[src/rtl/keypad_scan_decoder.sv]
// keypad_scan_decoder
// Scans a ROWS x COLS key matrix one row at a time and corrects the polarity of
// each key individually. It debounces whole frames, publishes the debounced
// level vector, and queues one press event per newly pressed key. The events
// leave over a valid/ready handshake.
//
// Ports
//   clk        in   system clock
//   rst_n      in   asynchronous active-low reset
//   row_n      out  [ROWS-1:0] row drive, active low, one row low at a time
//   col_n      in   [COLS-1:0] column sense, active low, already synchronised
//   key_state  out  [ROWS*COLS-1:0] debounced pressed level, bit i = key i
//   key_valid  out  press event available on key_code
//   key_code   out  [CW-1:0] index (r*COLS + c) of the pressed key
//   key_ready  in   consumer accepts the event when key_valid & key_ready
//   key_drop   out  one-cycle pulse: a new press hit a key already pending
module keypad_scan_decoder #(
  parameter int ROWS            = 4,
  parameter int COLS            = 4,
  parameter int SCAN_DIV        = 4,
  parameter int DEBOUNCE_FRAMES = 3,
  parameter logic [ROWS*COLS-1:0] INVERT_MASK = '0,
  localparam int KEYS = ROWS * COLS,
  localparam int CW   = (KEYS > 1) ? $clog2(KEYS) : 1
) (
  input  logic            clk,
  input  logic            rst_n,
  output logic [ROWS-1:0] row_n,
  input  logic [COLS-1:0] col_n,
  output logic [KEYS-1:0] key_state,
  output logic            key_valid,
  output logic [CW-1:0]   key_code,
  input  logic            key_ready,
  output logic            key_drop
);

  localparam int DW = (SCAN_DIV > 1) ? $clog2(SCAN_DIV) : 1;
  localparam int RW = (ROWS > 1) ? $clog2(ROWS) : 1;
  localparam int SW = $clog2(DEBOUNCE_FRAMES + 1);
  localparam logic [DW-1:0]   DIV_LAST   = DW'(SCAN_DIV - 1);
  localparam logic [RW-1:0]   ROW_LAST   = RW'(ROWS - 1);
  localparam logic [SW-1:0]   STABLE_MAX = SW'(DEBOUNCE_FRAMES);
  localparam logic [ROWS-1:0] ROW_ONE    = ROWS'(1'b1);
  localparam logic [KEYS-1:0] KEY_ONE    = KEYS'(1'b1);

  // Lowest set bit of a key vector; returns 0 when the vector is empty.
  function automatic logic [CW-1:0] lowest_idx(input logic [KEYS-1:0] vec);
    logic [CW-1:0] idx;
    idx = '0;
    for (int i = KEYS - 1; i >= 0; i--) begin
      idx = vec[i] ? CW'(i) : idx;
    end
    return idx;
  endfunction

  // State registers
  logic            run;          // 0 only in the first cycle after reset release
  logic [DW-1:0]   div;
  logic [RW-1:0]   row;
  logic [KEYS-1:0] frame_buf;
  logic [KEYS-1:0] prev_frame;
  logic [SW-1:0]   stable_cnt;
  logic [KEYS-1:0] pending;

  // Next-state values
  logic            run_nxt;
  logic [DW-1:0]   div_nxt;
  logic [RW-1:0]   row_nxt;
  logic [ROWS-1:0] row_n_nxt;
  logic [KEYS-1:0] frame_buf_nxt;
  logic [KEYS-1:0] prev_nxt;
  logic [SW-1:0]   stable_nxt;
  logic [KEYS-1:0] state_nxt;
  logic [KEYS-1:0] pending_nxt;
  logic            valid_nxt;
  logic [CW-1:0]   code_nxt;
  logic            drop_nxt;

  // Combinational helpers
  int              row_base;
  logic [COLS-1:0] raw_row;
  logic [KEYS-1:0] frame_now;
  logic            sample;
  logic            frame_end;
  logic            key_upd;
  logic [KEYS-1:0] rise;
  logic [KEYS-1:0] pend_all;
  logic            take;

  // Row scan, column sampling and frame debounce.
  always_comb begin
    row_base  = int'(row) * COLS;
    raw_row   = ~col_n ^ INVERT_MASK[row_base +: COLS];
    sample    = run && (div == DIV_LAST);
    frame_end = sample && (row == ROW_LAST);
    // The frame under evaluation includes the row being sampled this cycle.
    frame_now = frame_buf;
    frame_now[row_base +: COLS] = raw_row;

    if (!run) begin
      // The extra start cycle gives row 0 its full SCAN_DIV cycles on the first pass.
      run_nxt = 1'b1;
      div_nxt = '0;
      row_nxt = '0;
    end else if (sample) begin
      run_nxt = 1'b1;
      div_nxt = '0;
      row_nxt = (row == ROW_LAST) ? '0 : row + RW'(1);
    end else begin
      run_nxt = 1'b1;
      div_nxt = div + DW'(1);
      row_nxt = row;
    end
    row_n_nxt     = ~(ROW_ONE << row_nxt);
    frame_buf_nxt = sample ? frame_now : frame_buf;

    if (frame_end) begin
      if (frame_now == prev_frame) begin
        prev_nxt   = prev_frame;
        stable_nxt = (stable_cnt == STABLE_MAX) ? stable_cnt : stable_cnt + SW'(1);
      end else begin
        prev_nxt   = frame_now;
        stable_nxt = SW'(1);
      end
    end else begin
      prev_nxt   = prev_frame;
      stable_nxt = stable_cnt;
    end
  end

  // Level update, event queueing and output handshake stage.
  always_comb begin
    key_upd   = (stable_cnt == STABLE_MAX);
    state_nxt = key_upd ? prev_frame : key_state;
    rise      = key_upd ? (prev_frame & ~key_state) : '0;
    drop_nxt  = |(rise & pending);
    // Bits rising this cycle are eligible for presentation right away.
    pend_all  = pending | rise;
    take      = !key_valid || key_ready;

    if (take) begin
      if (|pend_all) begin
        valid_nxt   = 1'b1;
        code_nxt    = lowest_idx(pend_all);
        pending_nxt = pend_all & ~(KEY_ONE << code_nxt);
      end else begin
        valid_nxt   = 1'b0;
        code_nxt    = key_code;
        pending_nxt = pend_all;
      end
    end else begin
      valid_nxt   = key_valid;
      code_nxt    = key_code;
      pending_nxt = pend_all;
    end
  end

  // Register all state and outputs; reset clears everything asynchronously.
  always_ff @(posedge clk or negedge rst_n) begin
    if (!rst_n) begin
      run        <= 1'b0;
      div        <= '0;
      row        <= '0;
      row_n      <= '1;
      frame_buf  <= '0;
      prev_frame <= '0;
      stable_cnt <= '0;
      key_state  <= '0;
      pending    <= '0;
      key_valid  <= 1'b0;
      key_code   <= '0;
      key_drop   <= 1'b0;
    end else begin
      run        <= run_nxt;
      div        <= div_nxt;
      row        <= row_nxt;
      row_n      <= row_n_nxt;
      frame_buf  <= frame_buf_nxt;
      prev_frame <= prev_nxt;
      stable_cnt <= stable_nxt;
      key_state  <= state_nxt;
      pending    <= pending_nxt;
      key_valid  <= valid_nxt;
      key_code   <= code_nxt;
      key_drop   <= drop_nxt;
    end
  end

endmodule

[config.mk]
export PLATFORM = sky130hd
export DESIGN_NAME = keypad_scan_decoder
export DESIGN_NICKNAME = d
export VERILOG_FILES = /design/src/rtl/keypad_scan_decoder.sv
export SDC_FILE = /design/constraint.sdc
export NUM_CORES = 1
export LEC_CHECK = 0
export ABC_CLOCK_PERIOD_IN_PS = 8710
export CORE_MARGIN = 2
export CORE_UTILIZATION = 63
export DETAILED_ROUTE_END_ITERATION = 8
export GPL_ROUTABILITY_DRIVEN = 1
export PLACE_DENSITY = 0.95
export SYNTH_ARGS = -nofsm -noshare
export SYNTH_HDL_FRONTEND = slang
export SYNTH_SLANG_ARGS = --single-unit
export TNS_END_PERCENT = 1
[constraint.sdc]
create_clock -name clk -period 8.71 [get_ports clk]
set_input_delay 1.742 -clock clk [delete_from_list [all_inputs] [get_ports clk]]
set_output_delay 1.742 -clock clk [all_outputs]
set_load 0.01 [all_outputs]
# Word level (Yosys, flattened, before mapping)
# Index checks and enable logic that the tools add are counted.
# totals
regBits	81
in_bits	7
output_inout_bits	26
word_cells	73
# classes
addsub	4
n_eq_ne	5
shifts	5
mux	28
bitwise	10
reduce_logical	9
# op_table
op	n
4-bit two-way mux	16
16-bit bitwise AND	3
16-bit two-way mux	3
4-bit negator with 33-bit output	1
4-bit by 33-bit variable shift with 16-bit output, first input constant	1
4-bit by 33-bit indexed part select with 16-bit output	1
16-bit inverter	2
16-bit OR reduction	2
16-bit bitwise mux	1
16-bit == test	1
16-bit bitwise OR	1
16-bit by 5-bit indexed part select with 4-bit output, first input constant	1
1-bit by 4-bit left shift with 16-bit output, first input constant	1
2-bit two-way mux	7
4-bit inverter	2
2-bit by 1-bit adder with 2-bit output, second input constant	3
2-bit == test, second input constant	3
2-bit AND reduction	3
1-bit by 2-bit left shift with 4-bit output, first input constant	1
4-bit bitwise XOR	1
1-bit logical AND	2
2-bit inequality test, second input constant	1
1-bit zero test	1
1-bit logical OR	1
other kinds (2)	2

# Depth between registers and ports, before layout
# Gate-level depths: netlist of run 1.
# depth
word_depth	25
ltp_mapped	13
depth_no_buf	9

# Least setup slack after synthesis of run 1
# OpenSTA, ideal clock, no wires.
# synth_timing
path_kind	input to register
startpoint	input port col_n[1]
endpoint	register prev_frame[11]
setup_time_ps	125
t_arrival_ps	3696
t_required_ps	8585
path_slack_ps	4888
stages	9
path_buffers	2
cell_sequence	clkbuf_1 -> nor4b_1 -> xor2_1 -> a221oi_1 -> o221a_1 -> and4_4 -> a21oi_4 -> buf_6 -> mux2_4
# synth_via
elab_chain_len	7
# synth_rtl
item	line	rtl
from (decl)	29	input logic [COLS-1:0] col_n,
4-bit inverter *	93	raw_row = ~col_n ^ INVERT_MASK[row_base +: COLS];
4-bit bitwise XOR *	93	
4-bit by 33-bit indexed part select with 16-bit output *	98	frame_now[row_base +: COLS] = raw_row;
16-bit bitwise mux *	98	
16-bit == test	118	if (frame_now == prev_frame) begin
1-bit inverter (no source line)	-	
2-bit AND reduction (no source line)	-	
to (signal assigned)	179	prev_frame <= prev_nxt;
to (decl)	61	logic [KEYS-1:0] prev_frame;
# Mark *: on every way between the ends. The rest lies on a longest branch, timed or not.
# A chain may end at the register's enable or synchronous reset.

# Worst setup path in the final report of run 1
# layout_timing
startpoint	input port col_n[1]
endpoint	register prev_frame[1]
# Same word-level chain as after synthesis.

==> results.txt, run 1 <==
- Fin crit period: 4.24 ns
- The finished cells cover 0.00502 mm^2.
- Async S/R FF share, synth: 100%
- The worst setup path is launched from a primary input.
- Worst path max stage delay: 0.57 ns
- Vias per Instance: 6.26
- GRT overflow: 0
- Proportion of layout cells with a drive suffix above 1: 18.1%
- Sequential element share of the synthesized area: 45.2%
* Synthesis-to-layout area growth: 11.8%
* Instance area at placement: 0.00483 mm^2
- Synthesis instantiated 63 different standard cells from the library.
- Number of global-route vias before repair: 3336
- Routed len/inst: 18.3 um
- Highest achievable clock rate: 236 MHz
- A synthesized cell averages 10.6 um^2.
* Max Transition Viols Final: 0
* Final Cycle Share: 48.7%
* Status: completed
- Peak ir drop on the vdd network: 0.110 mV
- sky130_fd_sc_hd__dfrtp_1 takes more of the synthesized area than any other cell.
- Setup repair after global routing left no endpoint under its margin.
- Clock-pin slew was measured on the worst setup and hold paths at 0.08 ns.
- Post-synthesis cell area: 0.00449 mm^2
- Number of nets in the synthesized netlist: 439
* HPWL Detailed: 7.31 mm
- In this run, post-CTS repair resized a total of 0 instances.
* Synth top area cells: sky130_fd_sc_hd__dfrtp_1 43%, sky130_fd_sc_hd__mux2_2 9.3%, sky130_fd_sc_hd__mux2_4 3.3%
- The repair_antennas step left the layout with diodes totalling 0.
* Die outline area: 0.00782 mm^2
* Root buffer cell: sky130_fd_sc_hd__clkbuf_8
* CP top delay family: compound AO/OA/AOI/OAI gates
- The signal on the critical path passes through clkdlybuf4s50_1, nor4b_1, xor2_1, a221oi_1, o221a_1, and4_4, a21oi_4, mux2_2.
- In this run the worst hold path is classified as flop to flop.
- The floorplan step set the die height to 88.4 um.
* Max Fanout on Critical Path: 14
- Setup-violating endpoint count in the final report: 0
- Global-route wire length before repair: 16.2 mm
* Number of H-tree levels: 3
- Entering global routing, the biggest net connects 82 pins.
- Total of warnings raised by yosys: 0
- Initial Util: 65.7%
- TritonCTS built the clock tree.
* Data required time of the worst path: 8.95 ns
- Leakage power: 2.21 nW
- Top flip-flop cell by instance count after synthesis: sky130_fd_sc_hd__dfrtp_1
- Buf+Inv Stages, Crit Path: 1
- DIE WIDTH: 88.4 um
- Placeable core region: 0.00683 mm^2
- For this design the ratio of total power to cell area is 216 mW/mm^2.
- Total negative slack for setup checks: 0 ns
- Max Cap Violations: 0
* Detailed router's first-iteration violation count: 245
- Number of buffers inserted by port buffering: 32
- The worst setup path is captured at a flop.
- Clock Tree Buf Depth: 2
- Vias post-DR: 3444
- CTS sink count: 81
* Initial antenna violation count: 0
- Fill cell count: 487
- Buffers inserted during clock tree synthesis total 9.
* Total track usage: 27.3%
- For this run, design rule violations remaining after detail routing come to 0.
- In the final design database the tool counted 464 nets.
* Flops & latches, synth: 81
- Global placement routability congestion: 0.992
- In this run the tightest slew margin relative to its limit is 34.2%.
* Number of enable flip-flop cells after synthesis: 0
- At the later pin of the worst-skew pair, clock insertion delay measures 0.35 ns.
* Total I/O pin count: 33
- Footprint of the multi-input gates: 0.00230 mm^2
* Path type of the worst setup path: primary input to flop
- Drt first pass iters: 7
- Top cell type's share of synthesized area: 42.9%
- After detailed routing, the total wire length is 10.1 mm.
- Between clock sinks in the finished design, the worst skew comes to 0.0105 ns.
- Slowest library cell on the worst path: sky130_fd_sc_hd__clkdlybuf4s50_1
- Once detail routing completed, the nets flagged for antenna violations numbered 0.
- Data arrival time at the worst-slack endpoint: 4.48 ns
- Sequential cell area in the final layout: 0.00203 mm^2
* Hold violation count in the final report: 0
* Count of hold buffers inserted by post-cts repair: 0
- Counting every instance in the synthesized netlist gives 424.
- Buffers inserted during post-CTS setup optimization: 0
- The initialized floorplan defines 30 standard-cell rows.
- For the pin with the worst max-slew slack, the measured transition is 0.987 ns.
flip-flops by register name, indices dropped and copies added, names as in the netlist, 2 cells and up:
register	cells
frame_buf	16
key_state	16
pending	16
prev_frame	16
key_code	4
row_n	4
div	2
row	2
stable_cnt	2
worst paths after layout:
| path | start | to | slack, ns | cells past startpoint |
|---|---|---|---|---|
| worst min register to register | div[0] | div[0] | 0.44 | 1 |
| min in group asynchronous | rst_n | key_code[3] | 1.53 | 1 |
| worst min-delay path | div[0] | div[0] | 0.44 | 1 |
| worst max register to register | row[0] | prev_frame[1] | 5.10 | 9 |
| max in group asynchronous | rst_n | key_state[7] | 6.53 | 1 |
| worst max-delay path | col_n[1] | prev_frame[1] | 4.47 | 8 |
area by class of cell:
| class | instances | area share, % |
|---|---|---|
| multi-input combinational | 309 | 45.8 |
| tap | 96 | 2.39 |
| timing repair buffer | 33 | 6.48 |
| clock inverter | 5 | 1.12 |
| sequential | 81 | 40.5 |
| clock buffer | 11 | 2.62 |
| inverter | 15 | 1.12 |
layer usage:
layer,part of all wire (%),vias to the layer above,GRT usage (%)
met2,50,163,46.1
li1,-,1565,-
met3,6.4,36,4.76
met1,41,1680,34.3
met5,0,-,0
met4,3.1,0,12.5
layout by cell type (no fill, tap or decap), types with 7 or more instances in the layout:
cell,n
sky130_fd_sc_hd__o21ai_0,15
sky130_fd_sc_hd__xnor2_1,15
sky130_fd_sc_hd__dfrtp_1,77
sky130_fd_sc_hd__clkdlybuf4s50_1,31
sky130_fd_sc_hd__inv_1,15
sky130_fd_sc_hd__nor3_1,7
sky130_fd_sc_hd__xor2_1,8
sky130_fd_sc_hd__clkbuf_8,9
sky130_fd_sc_hd__mux2_2,37
sky130_fd_sc_hd__and3b_1,12
sky130_fd_sc_hd__nand3_1,11
sky130_fd_sc_hd__a21oi_1,21
sky130_fd_sc_hd__mux2_4,10
sky130_fd_sc_hd__ha_1,8
sky130_fd_sc_hd__nor2_1,37
sky130_fd_sc_hd__nand2b_1,9
sky130_fd_sc_hd__nand2_1,25
power breakdown:
part | total (mW) | leakage (nW) | internal, mW | switching [mW]
sequential | 0.463 | 1.01 | 0.425 | 0.0375
combinational | 0.353 | 1.11 | 0.143 | 0.210
clock | 0.267 | 0.0933 | 0.132 | 0.135
total | 1.08 | 2.21 | 0.700 | 0.382
synth_stat cells (all sizes together), types with 5 or more instances:
library cell   n
o21ai         16
a31oi          6
nand2         25
a22oi          5
a21oi         22
nand4          6
dfrtp         77
xor2           8
nand2b         9
ha             8
mux2i          6
clkbuf        12
or2            6
nor3           7
mux2          47
nor2          38
nand3         11
and3b         12
and2           5
xnor2         15
inv           15
buf            7
logic make-up (layout without fill, tap and decap cells):
| kind of cell | Yosys count | count (layout) | share of synthesized area (%) |
|---|---|---|---|
| buffers and inverters | 34 | 64 | 3.54 |
| adder cells (fa/ha/maj) | 8 | 8 | 2.23 |
| flip-flops | 81 | 81 | 45.2 |
| AO/OA/AOI/OAI | 76 | 76 | 11.9 |
| other | 1 | 1 | 0.0835 |
| AND/OR/NAND/NOR | 148 | 148 | 18.5 |
| multiplexers | 53 | 53 | 14.0 |
| XOR/XNOR | 23 | 23 | 4.49 |
stage by stage:
stage | worst slack (ns) | hold slack (ns) | instances | power [mW] | util [%]
floorplan | 4.89 | 0.414 | 424 | 0.705 | -
global placement | 4.24 | 0.424 | 534 | 0.797 | 70.8
detailed placement | 4.13 | 0.431 | 534 | 0.805 | 70.8
CTS | 4.50 | 0.442 | 550 | 1.08 | 73.5
global route | 4.25 | 0.452 | 550 | 1.13 | 73.5
finish | 4.47 | 0.437 | 550 | 1.08 | 73.5
(Power assumes the default switching activity.)
==> run 2: changes to the inputs <==
--- a/config.mk
+++ b/config.mk
@@ -5,12 +5,12 @@
 export SDC_FILE = /design/constraint.sdc
 export NUM_CORES = 1
 export LEC_CHECK = 0
-export ABC_CLOCK_PERIOD_IN_PS = 8710
+export ABC_CLOCK_PERIOD_IN_PS = 3600
 export CORE_MARGIN = 2
-export CORE_UTILIZATION = 63
+export CORE_UTILIZATION = 53
 export DETAILED_ROUTE_END_ITERATION = 8
 export GPL_ROUTABILITY_DRIVEN = 1
-export PLACE_DENSITY = 0.95
+export PLACE_DENSITY = 0.86
 export SYNTH_ARGS = -nofsm -noshare
 export SYNTH_HDL_FRONTEND = slang
 export SYNTH_SLANG_ARGS = --single-unit
==> constraint.sdc (replaced) <==
create_clock -name clk -period 3.6 [get_ports clk]
set_input_delay 0.72 -clock clk [delete_from_list [all_inputs] [get_ports clk]]
set_output_delay 0.72 -clock clk [all_outputs]
set_load 0.01 [all_outputs]
==> run 2 against run 1 <==
Against the previous run: worst hold slack improved by 0.0050 ns; sequential power up 140%; largest power group unchanged; clock power grew to 2.6 times the previous value; final area up 2.2%; worst setup slack worse by 4.0 ns; clock skew grew 0.0025 ns; combinational power up 140%.
==> results.txt, run 2 (synthesized netlist as in run 1, its figures left out) <==
- CTS sink count: 81 (unchanged)
* Drt first pass iters: 4 (was 7)
- Worst setup SP type: flop (was primary input)
- Total negative slack for setup checks: 0 ns (unchanged)
* Timing startpoint of the critical path: row[1] (was col_n[1])
- The static leakage was 2.26 nW (was 2.21 nW).
* Placeable core region: 0.00822 mm^2 (was 0.00683 mm^2)
- The area added between synthesis and finish is 14.3% (was 11.8%).
- The average via count per standard cell came to 5.92 (was 6.26).
- The remaining number of nets flagged by the antenna check after routing came to 0 (unchanged).
- Unrepaired setup endpoints after global routing: false (unchanged)
- Proportion of layout cells with a drive suffix above 1: 19.9% (was 18.1%)
* Critical path, cell by cell: inv_1, ha_1, nand3b_1, nor2_1, xnor2_1, o2111ai_1, a311oi_4, a21oi_4, buf_12, mux2_4 (was clkdlybuf4s50_1, nor4b_1, xor2_1, a221oi_1, o221a_1, and4_4, a21oi_4, mux2_2)
- The number of clock buffers inserted by TritonCTS came to 9 (unchanged).
* Number of H-tree levels: 3 (unchanged)
- The clock edge transition at the registers on the reported setup and hold paths was 0.08 ns (about the same).
- Setup-violating endpoint count in the final report: 0 (unchanged)
- Derived from the worst setup path, the maximum achievable clock frequency is 324 MHz.
- The overflow left after global routing is 0 (unchanged).
* Relative slew slack: 31.3% (was 34.2%)
- Max Fanout on Critical Path: 14 (unchanged)
- The die extent in y is 96.0 um (was 88.4 um).
* Clock tree from TritonCTS: yes (unchanged)
- The library cell used as clock root buffer is sky130_fd_sc_hd__clkbuf_8 (unchanged).
- The startpoint-to-endpoint class of the critical path is flop to flop (was primary input to flop).
- The x dimension of the die is 96.0 um (was 88.4 um).
- Clock Tree Buf Depth: 2 (unchanged)
- The total placed cells including tap cells came to 552 (was 534).
* Total I/O pin count: 33 (unchanged)
- Detailed-route wire length: 10.1 mm (about the same)
* Number of global-route vias before repair: 3427 (was 3336)
- The launching point of the worst reg2reg path is row[1] (was row[0]).
* Highest-count cells in the layout ignoring fill and taps: 77 x sky130_fd_sc_hd__dfrtp_1, 37 x sky130_fd_sc_hd__nor2_1, 37 x sky130_fd_sc_hd__mux2_2, 31 x sky130_fd_sc_hd__clkdlybuf4s50_1, 25 x sky130_fd_sc_hd__nand2_1 (unchanged)
- The highest cell delay on the worst timing path was 0.44 ns (was 0.57 ns).
- Endpoint kind of the worst setup timing path: flop (unchanged)
- The number of max-slew violations in the final report came to 0 (unchanged).
- The maximum VDD drop is 0.409 mV (was 0.110 mV).
- HP Class: flop to flop (unchanged)
- Count of standard-cell rows: 33 (was 30)
- Number of buffers inserted by port buffering: 32 (unchanged)
- Post-CTS sizing: 0 (unchanged)
* Clock insertion delay at the later pin of the skew report: 0.35 ns (about the same)
* Data required time of the worst path: 3.83 ns (was 8.95 ns)
* Min-Delay Startpoint: div[0] (unchanged)
- Count of hold buffers inserted by post-cts repair: 0 (unchanged)
- The max-capacitance violation count came to 0 (unchanged).
- Vias post-DR: 3365 (was 3444)
* Global placement routability congestion: 0.999 (was 0.992)
- Buffers inserted during post-CTS setup optimization: 0 (unchanged)
- Die outline area: 0.00922 mm^2 (was 0.00782 mm^2)
* Hold violation count in the final report: 0 (unchanged)
- Actual slew at the worst max-slew pin: 1.03 ns (was 0.987 ns)
* Post-layout utilization of the core: 62.4% (was 73.5%)
- Slowest library cell on the worst path: sky130_fd_sc_hd__dfrtp_1 (was sky130_fd_sc_hd__clkdlybuf4s50_1)
* Data arrival time at the worst-slack endpoint: 3.31 ns (was 4.48 ns)
- Total track usage: 24.2% (was 27.3%)
- The starting utilization of the core area was 54.7% (was 65.7%).
- Total DRC errors in the routed layout: 0 (unchanged)
- Antenna diode count: 0 (unchanged)
* Fin crit period: 3.08 ns
- Routed len/inst: 17.7 um (was 18.3 um)
- Cell area power density: 520 mW/mm^2 (was 216 mW/mm^2)
- Final worst clock skew: 0.0130 ns (was 0.0105 ns)
* Pin count of the biggest net entering global routing: 82 (unchanged)
- Post-Layout Cell Count: 568 (was 550)
- Initial antenna violation count: 0 (unchanged)
- Global-route wire length before repair: 17.0 mm (was 16.2 mm)
- The power consumption is 2.67 mW (was 1.08 mW).
- Number of nets in the final layout: 473 (was 464)
- The estimated wirelength of the detail-placed design was 7.41 mm (was 7.31 mm).
- Status: completed (unchanged)
* Most common cell after layout, fill and taps aside: sky130_fd_sc_hd__dfrtp_1 (unchanged)
- The first-iteration detailed-routing DRC count was 276 (was 245).
- The final critical path takes up 85.6% of the cycle.
[run 2: cell count changes in the layout (fill, tap and decap cells not counted), sizes merged]
| cell | change |
|---|---|
| clkbuf | +1 |
| clkinv | -1 |
| buf | +9 |
[run 2: area by class of cell]
type	count	area, um^2
multi-input cells	309	2300
inverters	15	56.3
clock inverters	4	51.3
fillers	666	3090
repair buffers	42	405
flip-flops and latches	81	2030
clock buffers	12	155
well taps	105	131
[run 2: through the flow]
step | instance area (um^2) | hold slack, ns | worst slack, ns
floorplan | 4490 | 0.414 | 0.625
global placement | 4920 | 0.424 | 0.364
detailed placement | 4920 | 0.434 | 0.322
CTS | 5130 | 0.444 | 0.556
global route | 5130 | 0.471 | 0.321
finish | 5130 | 0.442 | 0.517
[run 2: layer usage]
layer / vias up / global-route usage [%] / share of wire, %
met5: - / 0 / 0
met4: 0 / 7.02 / 2.0
met3: 16 / 5.40 / 5.4
met2: 122 / 40.5 / 50
met1: 1634 / 31.5 / 43
li1: 1593 / - / -
[run 2: path summary, 6_finish.rpt]
kind / to / slack, ns / cells past startpoint
max reg2reg: prev_frame[13] / 0.52 / 10
min: div[0] / 0.44 / 1
min in group asynchronous: pending[13] / 0.51 / 1
max: prev_frame[13] / 0.52 / 10
min reg2reg: div[0] / 0.44 / 1
max in group asynchronous: stable_cnt[1] / 2.39 / 1
[run 2: worst max-delay path, delay by kind of cell, from the launching register on]
family                     cells  cell delay (ns)
and+or+nand+nor                2             0.68
muxes                          1             0.29
AOI/OAI and AO/OA              3             0.67
DFF                            1             0.44
buffers and inverters          2             0.28
xor gates and xnor gates       1             0.18
adders and majority gates      1             0.41
[run 2: power breakdown]
part           internal, mW  switching [mW]
clock network         0.359           0.337
logic                 0.349           0.511
registers              1.03          0.0842
total                  1.74           0.933
